$ cat src/rtl/digital_tube_pkg.sv
// Shared types and constants for the digital-tube binary-to-BCD converter.
package digital_tube_pkg;

  localparam int unsigned BIN_W_DEF  = 20;
  localparam int unsigned DIGITS_DEF = 6;

  typedef enum logic [1:0] {
    StIdle,
    StConv,
    StDone
  } state_e;

  // Largest value representable with the given number of decimal digits.
  function automatic longint unsigned bcd_max(input int unsigned digits);
    longint unsigned p;
    p = 64'd1;
    for (int unsigned i = 0; i < digits; i++) begin
      p = p * 64'd10;
    end
    return p - 64'd1;
  endfunction

  localparam longint unsigned BCD_MAX = bcd_max(DIGITS_DEF);

endpackage

$ cat src/rtl/digital_tube_bcd_adj.sv
// Double-dabble correction for one BCD nibble: add 3 when the nibble is 5 or more.
module digital_tube_bcd_adj (
  input  logic [3:0] nibble,
  output logic [3:0] adjusted
);

  always_comb begin
    adjusted = nibble;
    if (nibble >= 4'd5) begin
      adjusted = nibble + 4'd3;
    end
  end

endmodule

$ cat src/rtl/digital_tube_bin2bcd.sv
// Sequential double-dabble binary-to-BCD converter with saturation and an
// optional leading-zero blank mask (enabled by DIGITAL_TUBE_LZ_BLANK_EN).
module digital_tube_bin2bcd
  import digital_tube_pkg::*;
#(
  parameter int unsigned BIN_W  = BIN_W_DEF,
  parameter int unsigned DIGITS = DIGITS_DEF
) (
  input  logic                  clk,
  input  logic                  rst_n,
  input  logic                  in_valid,
  input  logic [BIN_W-1:0]      bin_value,
  output logic                  in_ready,
  output logic [4*DIGITS-1:0]   display_num,
  output logic                  display_enable,
  output logic                  out_valid,
  output logic                  overflow,
  output logic [DIGITS-1:0]     blank_mask
);

  localparam int unsigned AccW = 4 * DIGITS + 4;
  localparam int unsigned CntW = (BIN_W > 1) ? $clog2(BIN_W) : 1;
  localparam longint unsigned BcdMax = bcd_max(DIGITS);

  state_e            state_q, state_d;
  logic [CntW-1:0]   cnt_q;
  logic [BIN_W-1:0]  shift_q;
  logic [AccW-1:0]   bcd_q;
  logic [AccW-1:0]   bcd_adj;
  logic              ovf_cap_q;
  logic              ready_en_q;
  logic              accept;
  logic              conv_last;

  logic [4*DIGITS-1:0] disp_q, disp_next;
  logic                ovf_q, ovf_next;
  logic                valid_q;
  logic                enable_q;

  genvar g;
  generate
    for (g = 0; g < DIGITS + 1; g++) begin : g_adj
      digital_tube_bcd_adj u_adj (
        .nibble   (bcd_q[4*g+:4]),
        .adjusted (bcd_adj[4*g+:4])
      );
    end
  endgenerate

  assign accept    = in_valid && in_ready;
  assign conv_last = (cnt_q == CntW'(BIN_W - 1));

  always_comb begin
    state_d = state_q;
    unique case (state_q)
      StIdle: if (accept)    state_d = StConv;
      StConv: if (conv_last) state_d = StDone;
      StDone:                state_d = StIdle;
      default:               state_d = StIdle;
    endcase
  end

  // The carry nibble catches overflow even if the accept-time compare were bypassed.
  always_comb begin
    ovf_next  = ovf_cap_q || (bcd_q[AccW-1:AccW-4] != 4'd0);
    disp_next = ovf_next ? {DIGITS{4'h9}} : bcd_q[4*DIGITS-1:0];
  end

  always_ff @(posedge clk or negedge rst_n) begin
    if (!rst_n) begin
      state_q    <= StIdle;
      ready_en_q <= 1'b0;
      cnt_q      <= '0;
      shift_q    <= '0;
      bcd_q      <= '0;
      ovf_cap_q  <= 1'b0;
      disp_q     <= '0;
      ovf_q      <= 1'b0;
      valid_q    <= 1'b0;
      enable_q   <= 1'b0;
    end else begin
      state_q    <= state_d;
      ready_en_q <= 1'b1;
      valid_q    <= 1'b0;
      unique case (state_q)
        StIdle: begin
          if (accept) begin
            shift_q   <= bin_value;
            bcd_q     <= '0;
            cnt_q     <= '0;
            ovf_cap_q <= (64'(bin_value) > BcdMax);
          end
        end
        StConv: begin
          bcd_q     <= {bcd_adj[AccW-2:0], shift_q[BIN_W-1]};
          shift_q   <= {shift_q[BIN_W-2:0], 1'b0};
          cnt_q     <= cnt_q + 1'b1;
          ovf_cap_q <= ovf_cap_q | bcd_adj[AccW-1];
        end
        StDone: begin
          disp_q   <= disp_next;
          ovf_q    <= ovf_next;
          valid_q  <= 1'b1;
          enable_q <= 1'b1;
        end
        default: ;
      endcase
    end
  end

`ifdef DIGITAL_TUBE_LZ_BLANK_EN
  logic [DIGITS-1:0] blank_q, blank_next;

  always_comb begin
    logic seen_nz;
    seen_nz    = 1'b0;
    blank_next = '0;
    for (int i = DIGITS - 1; i >= 1; i--) begin
      if (disp_next[4*i+:4] != 4'd0) seen_nz = 1'b1;
      blank_next[i] = !seen_nz;
    end
  end

  always_ff @(posedge clk or negedge rst_n) begin
    if (!rst_n) begin
      blank_q <= '0;
    end else if (state_q == StDone) begin
      blank_q <= blank_next;
    end
  end

  assign blank_mask = blank_q;
`else
  assign blank_mask = '0;
`endif

  assign in_ready       = ready_en_q && (state_q == StIdle);
  assign display_num    = disp_q;
  assign overflow       = ovf_q;
  assign out_valid      = valid_q;
  assign display_enable = enable_q;

endmodule

$ cat config.mk
export PLATFORM = sky130hd
export DESIGN_NAME = digital_tube_bin2bcd
export DESIGN_NICKNAME = d
export VERILOG_FILES = /design/src/rtl/digital_tube_pkg.sv /design/src/rtl/digital_tube_bcd_adj.sv /design/src/rtl/digital_tube_bin2bcd.sv
export SDC_FILE = /design/constraint.sdc
export NUM_CORES = 1
export LEC_CHECK = 0
export BUFFER_PORTS_ARGS = -buffer_cell sky130_fd_sc_hd__buf_2
export CELL_PAD_IN_SITES_DETAIL_PLACEMENT = 1
export CELL_PAD_IN_SITES_GLOBAL_PLACEMENT = 2
export CORE_UTILIZATION = 33
export CTS_CLUSTER_SIZE = 10
export DETAILED_ROUTE_END_ITERATION = 7
export PLACE_DENSITY_LB_ADDON = 0.08
export SLEW_MARGIN = 10
export SYNTH_ARGS = -nofsm -noshare
export SYNTH_HDL_FRONTEND = slang
export SYNTH_SLANG_ARGS = --single-unit
$ cat constraint.sdc
create_clock -name clk -period 1.5 [get_ports clk]
set_input_delay 0.15 -clock clk [delete_from_list [all_inputs] [get_ports clk]]
set_output_delay 0.15 -clock clk [all_outputs]
set_load 0.005 [all_outputs]
### Word level (Yosys, flattened, before mapping)

Cells that the tools add are included.

* register bits: 84
* output and inout port bits: 34

* add/sub/neg operators: 8
* $lt $le $gt $ge: 8
* eq/ne operators: 5
* mux-type cells: 20
* bitwise logic cells: 1
* reductions and logical operators: 8

Operator list (number)
* $pmux 28 s2: 1
* $pmux 20 s2: 1
* $add 4x2->4 const B: 7
* $ge 4x3->1 const B: 7
* $mux 28: 1
* $mux 4: 7
* $mux 24: 1
* $gt 20x20->1 const B: 1
* $mux 20: 1
* $pmux 5 s2: 1
* $add 5x1->5 const B: 1
* $eq 5x5->1 const B: 1
* $mux 5: 1
* $mux 2: 2
* $ne 2x2->1 const B: 2
* $pmux 2 s2: 1
* $reduce_and 2->1: 2
* $reduce_bool 4->1: 1
* $eq 2x1->1 const B: 1
* $eq 2x2->1 const B: 1
* $logic_and 1x1->1: 2
* $logic_not 2->1: 1
* $mux 1: 2
* $pmux 1 s2: 1
* 3 further kinds: 3

### Logic depth before layout (Yosys ltp)

Gate-level depths: netlist (run 1).

* depth after elaboration: 5
* depth in mapped cells: 6
* gate-level depth less buffers: 6

### Cells and area by module

A second synthesis (run 1) with hierarchy kept.

* cell total of the unflattened synthesis: 438
* area total of the unflattened synthesis: 4156.5 um^2

Modules (own cells, without submodules)
* digital_tube_bin2bcd: times used 1, cells each 326, area each 3447.1 um^2, sequential area each 2102.0 um^2
* digital_tube_bcd_adj: times used 7, cells each 16, area each 101.3 um^2, sequential area each 0.0 um^2

### Least setup slack after synthesis (run 1)

No wires, ideal clock.

* kind: register to register
* start: register bcd_q[24]
* end: register bcd_q[26]
* library setup time: 82 ps
* arrival time: 1431 ps
* required time: 1418 ps
* path slack: -13 ps
* stages on the path, launching flop included: 7
* buffers on the path: 0
* cell sequence: dfrtp_1 -> inv_1 -> ha_1 -> nand2b_1 -> a21oi_1 -> mux2_2 -> o22ai_1

* cells in the longest elaborated chain, start to end: 3
* elaborated cells on any way between the ends: 4

Ends and longest elaborated chain
* start: declaration: line digital_tube_bin2bcd.sv:28 `logic [AccW-1:0] bcd_q;`
* start signal: assignment: line digital_tube_bin2bcd.sv:95 `bcd_q <= {bcd_adj[AccW-2:0], shift_q[BIN_W-1]};`
* $add 4x2->4 or $ge 4x3->1 (tied branches): line digital_tube_bcd_adj.sv:10, digital_tube_bcd_adj.sv:9
* $mux 4 *: line digital_tube_bcd_adj.sv:9 `if (nibble >= 4'd5) begin`
* $pmux 28 s2 *: line digital_tube_bin2bcd.sv:85 `unique case (state_q)`

Every way passes the cells marked *; elsewhere a longest branch is shown, timed or not.
A chain may end at the register's enable or synchronous reset.

### Worst setup path after layout (run 1)

* start: register bcd_q[9]
* end: register bcd_q[10]

Same word-level chain as after synthesis.

==> results of run 1 <==
## cell type report
type / instances / area (um^2) / area share
clock buffers: 11 / 253 / 0.0496
clock inverters: 5 / 50.0 / 0.00982
inverters: 15 / 56.3 / 0.0111
multi-input cells: 256 / 1790 / 0.350
flip-flops and latches: 84 / 2100 / 0.413
well taps: 143 / 179 / 0.0351
repair buffers: 98 / 669 / 0.131
## metal layers
metal,up-vias,global-route usage,wire length [um]
met1,1549,0.213,4580
met3,14,0.0530,305
li1,1486,-,-
met2,43,0.289,4890
met5,-,0,0
met4,0,0.0486,129
## registers in the layout (all words and copies together), names as in the netlist
name and flops:
display_num 24, shift_q 20, bcd_q 28, cnt_q 5
ready_en_q 1, display_enable 1, state_q 2, out_valid 1
ovf_cap_q 1, overflow 1
## metrics by stage
step / TNS, ns / worst slack [ns]
final: 0 / 0.0243
after global routing: -0.146 / -0.0334
after CTS: 0 / 0.000250
after detailed placement: -0.0855 / -0.0855
after global placement: 0 / 0.0433
after floorplan: 0 / 0.0451
## worst max-delay path by stage
stage / from / to / slack, ns / cells after the start
floorplan: bcd_q[24] / bcd_q[26] / 0.05 / 6
global placement: bcd_q[24] / bcd_q[26] / 0.04 / 6
detailed placement: bcd_q[24] / bcd_q[26] / -0.09 / 6
CTS: bcd_q[5] / bcd_q[6] / 0.0002 / 6
global route: bcd_q[9] / bcd_q[10] / -0.03 / 6
finish: bcd_q[9] / bcd_q[10] / 0.02 / 6
## synthesized netlist by cell type, types with 2 or more instances
cell | instances | area share
mux2i_1 | 2 | 0.0051
a22o_1 | 6 | 0.013
dfrtp_1 | 84 | 0.53
nand2b_1 | 10 | 0.016
o21ai_0 | 19 | 0.024
conb_1 | 2 | 0.0019
ha_1 | 16 | 0.051
buf_4 | 7 | 0.013
o22ai_1 | 13 | 0.021
o22a_1 | 6 | 0.013
a32o_1 | 7 | 0.018
a21oi_1 | 13 | 0.017
nand4_1 | 2 | 0.0032
nand2_1 | 71 | 0.068
nor2_1 | 12 | 0.011
xnor2_1 | 7 | 0.016
o31ai_1 | 8 | 0.015
buf_2 | 15 | 0.019
a22oi_1 | 19 | 0.036
clkbuf_1 | 6 | 0.0057
o2bb2ai_1 | 2 | 0.0044
inv_1 | 14 | 0.013
xor2_1 | 8 | 0.018
mux2_2 | 5 | 0.014
o32ai_1 | 6 | 0.013
## power by group through the flow
stage	Clock, mW	Combinational (mW)	Sequential [mW]
2_1_floorplan	0	2.91	3.66
3_3_place_gp	0	4.39	3.79
3_5_place_dp	0	4.52	3.82
6_report	2.26	5.02	3.80
4_1_cts	2.35	4.60	3.79
5_1_grt	2.43	5.60	3.93
## worst min-delay path, stage by stage
cell and delay (ns):
buf_2 0.08, nand2_1 0.04, o21ai_0 0.06
## cell families (layout without fill, tap and decap cells)
group	after synthesis	count (layout)
AND/OR/NAND/NOR	107	107
AO/OA/AOI/OAI	104	104
flip-flops	84	84
buffers and inverters	43	129
adder cells (fa/ha/maj)	16	16
XOR/XNOR	15	15
multiplexers	7	7
other	2	7
## what timing repair did
| action | CTS | global route |
|---|---|---|
| gates resized for setup | 5 | 25 |
| setup buffers | 0 | 8 |
| pin swaps | 4 | 6 |
| endpoints found under the hold margin | 84 | 0 |
| hold buffers | 1 | 0 |
| setup endpoints to repair | 4 | 21 |
==> impl_metrics.ini, run 1 <==
[run_status]
outcome = finished, violations left
violations = design-rule violations

[placement]
dp_hpwl_um = 6540
gp_congestion = 0.750
dpl_cell_area_um2 = 4610
place_inst = 587
portBuffers = 50

[timing]
rsz0062_at_grt = yes
min_period_ns = 1.48
final_hold_viol_count = 0
period_share = 0.984
fmax_mhz = 678
fin_hold_ws_ns = 0.0214
maxSlewViolCount = 0
fin_skew_ns = 0.00663
setup_viol = 0

[final_layout]
fin_cells = 612
layout_commonest_cell = dfrtp_1
final_cell_mix = dfrtp_1 (84), nand2_1 (71), buf_2 (49)
area_delta_synth_final_pct = 29.3
fillers = 1287
final_core_util = 0.442
num_antenna_cells = 0
stdcell_area_um2 = 5090
final_layout_size_suffix_gt1_frac = 0.320
nets = 503

[critical_path]
critPathMaxFanout = 4
start_kind = register
path_cells = inv_2 > ha_1 > nand2b_1 > a21oi_2 > mux2_4 > o22ai_2
slowest_stage = dfrtp_1
crit_family = flip-flops
cp.required_ns = 1.76
r2r-end = bcd_q[10]
crit_arrival_ns = 1.74
r2r_cells = 6
worst-path-buf-inv = 1
worstSetupPathType = reg -> reg
timing.rr.start = bcd_q[9]
ff2ff_setup_slack_ns = 0.02
crit_path_max_incr_delay_ns = 0.37
worst_setup_path_end_kind = register

[synthesis]
yosys.area_share.xor_xnor = 0.0333
ys_ff_latch = 84
synth-simple-area-share = 0.123
yosysSeqAreaShare = 0.533
ys_dominant_reg_cell = dfrtp_1
yosys_warnings = 0
synthMuxAreaShare = 0.0194
synth-compound-area-share = 0.186
ys_types = 43
synth-edff-count = 0
syn-cell-area_um2 = 3940
async_flop_share = 1.00
synth_top_family_by_area = compound AO/OA/AOI/OAI gates
netlist_instances = 378
synth_fa_ha_area_frac = 0.0508
syn_area_per_cell_um2 = 10.4

[power]
leakagePower_nw = 2.47
p_seq_frac = 0.343
switching_share = 0.359
power.total_mw = 11.1
pwr-share-clk = 0.204
worst_ir_drop_vdd_v = 0.000737
p_comb_frac = 0.453
p_sw_mw = 3.98
p_int_mw = 7.11
powerDensity_nw_per_um2 = 2180

[routing]
drt_first_iter_violations = 75
route.detailed.drc = 4
antenna_left = 0
routed_wirelength_um = 9900
vias = 3092
firstDrtPassIters = 6
vias_per_cell = 5.05
wire_per_inst_um = 16.2

[die]
chipWidth_um = 111
rows = 39
dieArea_um2 = 12400
die_y_um = 111
initial_core_util = 0.342
fp.coreArea_um2 = 11500
pin_count = 57

[job]
drv_cap = 0

[min_path]
hold_class = in -> reg
holdPathStages = 3
hold_start = bin_value[0]
hold_end = shift_q[0]

[global_routing]
grt_max_degree = 85
grt_pass1_vias = 3227
grt_usage = 0.172
grt_pass1_wl_um = 16500
grt_overflow = 0
grt_antenna_before_repair = 0

[cts]
cts_tree = built
cts_buffers = 9
path_clk_slew_ns = 0.06
clock_sinks = 84
clk_latency_ns = 0.34
h-tree-depth = 3
clk_path_buf_depth = 2
cts_root_buffer = clkbuf_16
Power figures use the tool's default switching activity.
==> run 2, diff against run 1 <==
--- a/config.mk
+++ b/config.mk
@@ -8,6 +8,7 @@
 export BUFFER_PORTS_ARGS = -buffer_cell sky130_fd_sc_hd__buf_2
 export CELL_PAD_IN_SITES_DETAIL_PLACEMENT = 1
 export CELL_PAD_IN_SITES_GLOBAL_PLACEMENT = 2
+export CORE_ASPECT_RATIO = 2
 export CORE_UTILIZATION = 33
 export CTS_CLUSTER_SIZE = 10
 export DETAILED_ROUTE_END_ITERATION = 7
==> impl_metrics.ini, run 2 (same netlist as run 1, synthesis figures left out) <==
[min_path]
hold_start = bin_value[5]
hold_class = in -> reg

[routing]
routed_wirelength_um = 10400
vias_per_cell = 5.06
route.detailed.drc = 0
vias = 3144
firstDrtPassIters = 4
drt_first_iter_violations = 105
antenna_left = 0
wire_per_inst_um = 16.8

[placement]
portBuffers = 50
dp_hpwl_um = 7440
dp_slack_ns = -0.0620
gp_congestion = 0.778

[final_layout]
final_layout_size_suffix_gt1_frac = 0.351
final_cell_mix = dfrtp_1 (84), nand2_1 (71), buf_2 (49), buf_4 (49), a22oi_1 (19)
nets = 510
largest_reg_flops = 28
num_antenna_cells = 0
top_register = bcd_q
layout_commonest_cell = dfrtp_1
area_delta_synth_final_pct = 31.5

[global_routing]
grt_pass1_vias = 3425
grt_antenna_before_repair = 0
grt_max_degree = 40
grt_overflow = 0
grt_usage = 0.185
grt_pass1_wl_um = 17300

[die]
rows = 56
chipWidth_um = 79.3
pin_count = 57
die_y_um = 157
dieArea_um2 = 12400
initial_core_util = 0.337
fp.coreArea_um2 = 11700

[run_status]
outcome = complete, no violations

[critical_path]
crit_start = bcd_q[8]
ff2ff_setup_slack_ns = 0.06
start_kind = register
timing.rr.start = bcd_q[8]
slowest_stage = dfrtp_1
worst_setup_path_end_kind = register
crit_path_max_incr_delay_ns = 0.42
r2r-end = bcd_q[12]
critPathMaxFanout = 4
path_cells = inv_2 > ha_2 > nand2b_1 > a21oi_2 > buf_4 > buf_4 > o32ai_1
worstSetupPathType = reg -> reg
worst-path-buf-inv = 3
crit_cells = 7
endpoint = bcd_q[12]
r2r_cells = 7
cp.required_ns = 1.73
crit_arrival_ns = 1.67
cpMostUsedCell = buf_4
crit_family = flip-flops

[cts]
cts_buffers = 9
clk_path_buf_depth = 2
clock_sinks = 84
clk_latency_ns = 0.34
cts_tree = built
h-tree-depth = 3
path_clk_slew_ns = 0.07
cts_root_buffer = clkbuf_16

[timing]
fin_hold_ws_ns = 0.0303
fin_ws_ns = 0.0579
setup_viol = 0
min_period_ns = 1.44
maxSlewViolCount = 0
fmax_mhz = 693
rsz0062_at_grt = yes
period_share = 0.961
fin_skew_ns = 0.00978
final_hold_viol_count = 0

[power]
switching_share = 0.358
powerDensity_nw_per_um2 = 2180
worst_ir_drop_vdd_v = 0.000848
p_comb_frac = 0.451
p_seq_frac = 0.339
leakagePower_nw = 2.49
pwr-share-clk = 0.209
p_sw_mw = 4.05
p_int_mw = 7.27

[job]
drv_cap = 0
-- run 2: final cells by class --
class	count	area (um^2)
clock buffers	12	236
repair buffers	105	734
clock inverters	4	73.8
flip-flops and latches	84	2100
multi-input cells	256	1800
inverters	15	56.3
well taps	145	181
fillers	1332	6520
-- run 2: stage by stage --
| step | utilization | power (mW) | setup TNS [ns] | cells | instance area, um^2 |
|---|---|---|---|---|---|
| 3_3_place_gp | 0.397 | 8.25 | -0.143 | 592 | 4650 |
| 2_1_floorplan | - | 6.56 | 0 | 383 | 3980 |
| 5_1_grt | 0.443 | 12.2 | -0.0679 | 621 | 5180 |
| 6_report | 0.443 | 11.3 | 0 | 621 | 5180 |
| 3_5_place_dp | 0.397 | 8.41 | -0.420 | 592 | 4650 |
| 4_1_cts | 0.429 | 11.0 | 0 | 614 | 5020 |
-- run 2: worst min path at each step --
stage	endpoint	slack [ns]	cells past startpoint
final	shift_q[5]	0.03	3
after global routing	shift_q[5]	0.04	3
after CTS	shift_q[3]	0.02	3
after detailed placement	bcd_q[13]	0.1	1
after global placement	bcd_q[13]	0.09	1
after floorplan	bcd_q[0]	-0.15	0
-- run 2: tightest hold or removal path, cell delays in order --
cell and delay (ns):
buf_2 0.08, a22oi_1 0.05, nand2_1 0.05
-- run 2: timing repair --
item	CTS	global route
resized for setup	8	33
hold endpoints to repair	22	0
buffers inserted	5	7
endpoints found under the setup margin	15	30
pin swaps	3	15
hold buffers	1	0
-- run 2: metal layers --
| layer | track usage | part of all wire | up-vias |
|---|---|---|---|
| met1 | 0.198 | 0.40 | 1575 |
| li1 | - | - | 1510 |
| met2 | 0.351 | 0.56 | 47 |
| met5 | 0 | 0 | - |
| met4 | 0.0675 | 0.016 | 0 |
| met3 | 0.0309 | 0.025 | 12 |
-- run 2: power groups by stage --
stage / logic (mW) / registers (mW) / clock network (mW)
floorplan: 2.91 / 3.66 / 0
finish: 5.11 / 3.84 / 2.37
CTS: 4.76 / 3.82 / 2.43
global placement: 4.44 / 3.81 / 0
detailed placement: 4.55 / 3.86 / 0
global route: 5.74 / 3.96 / 2.51
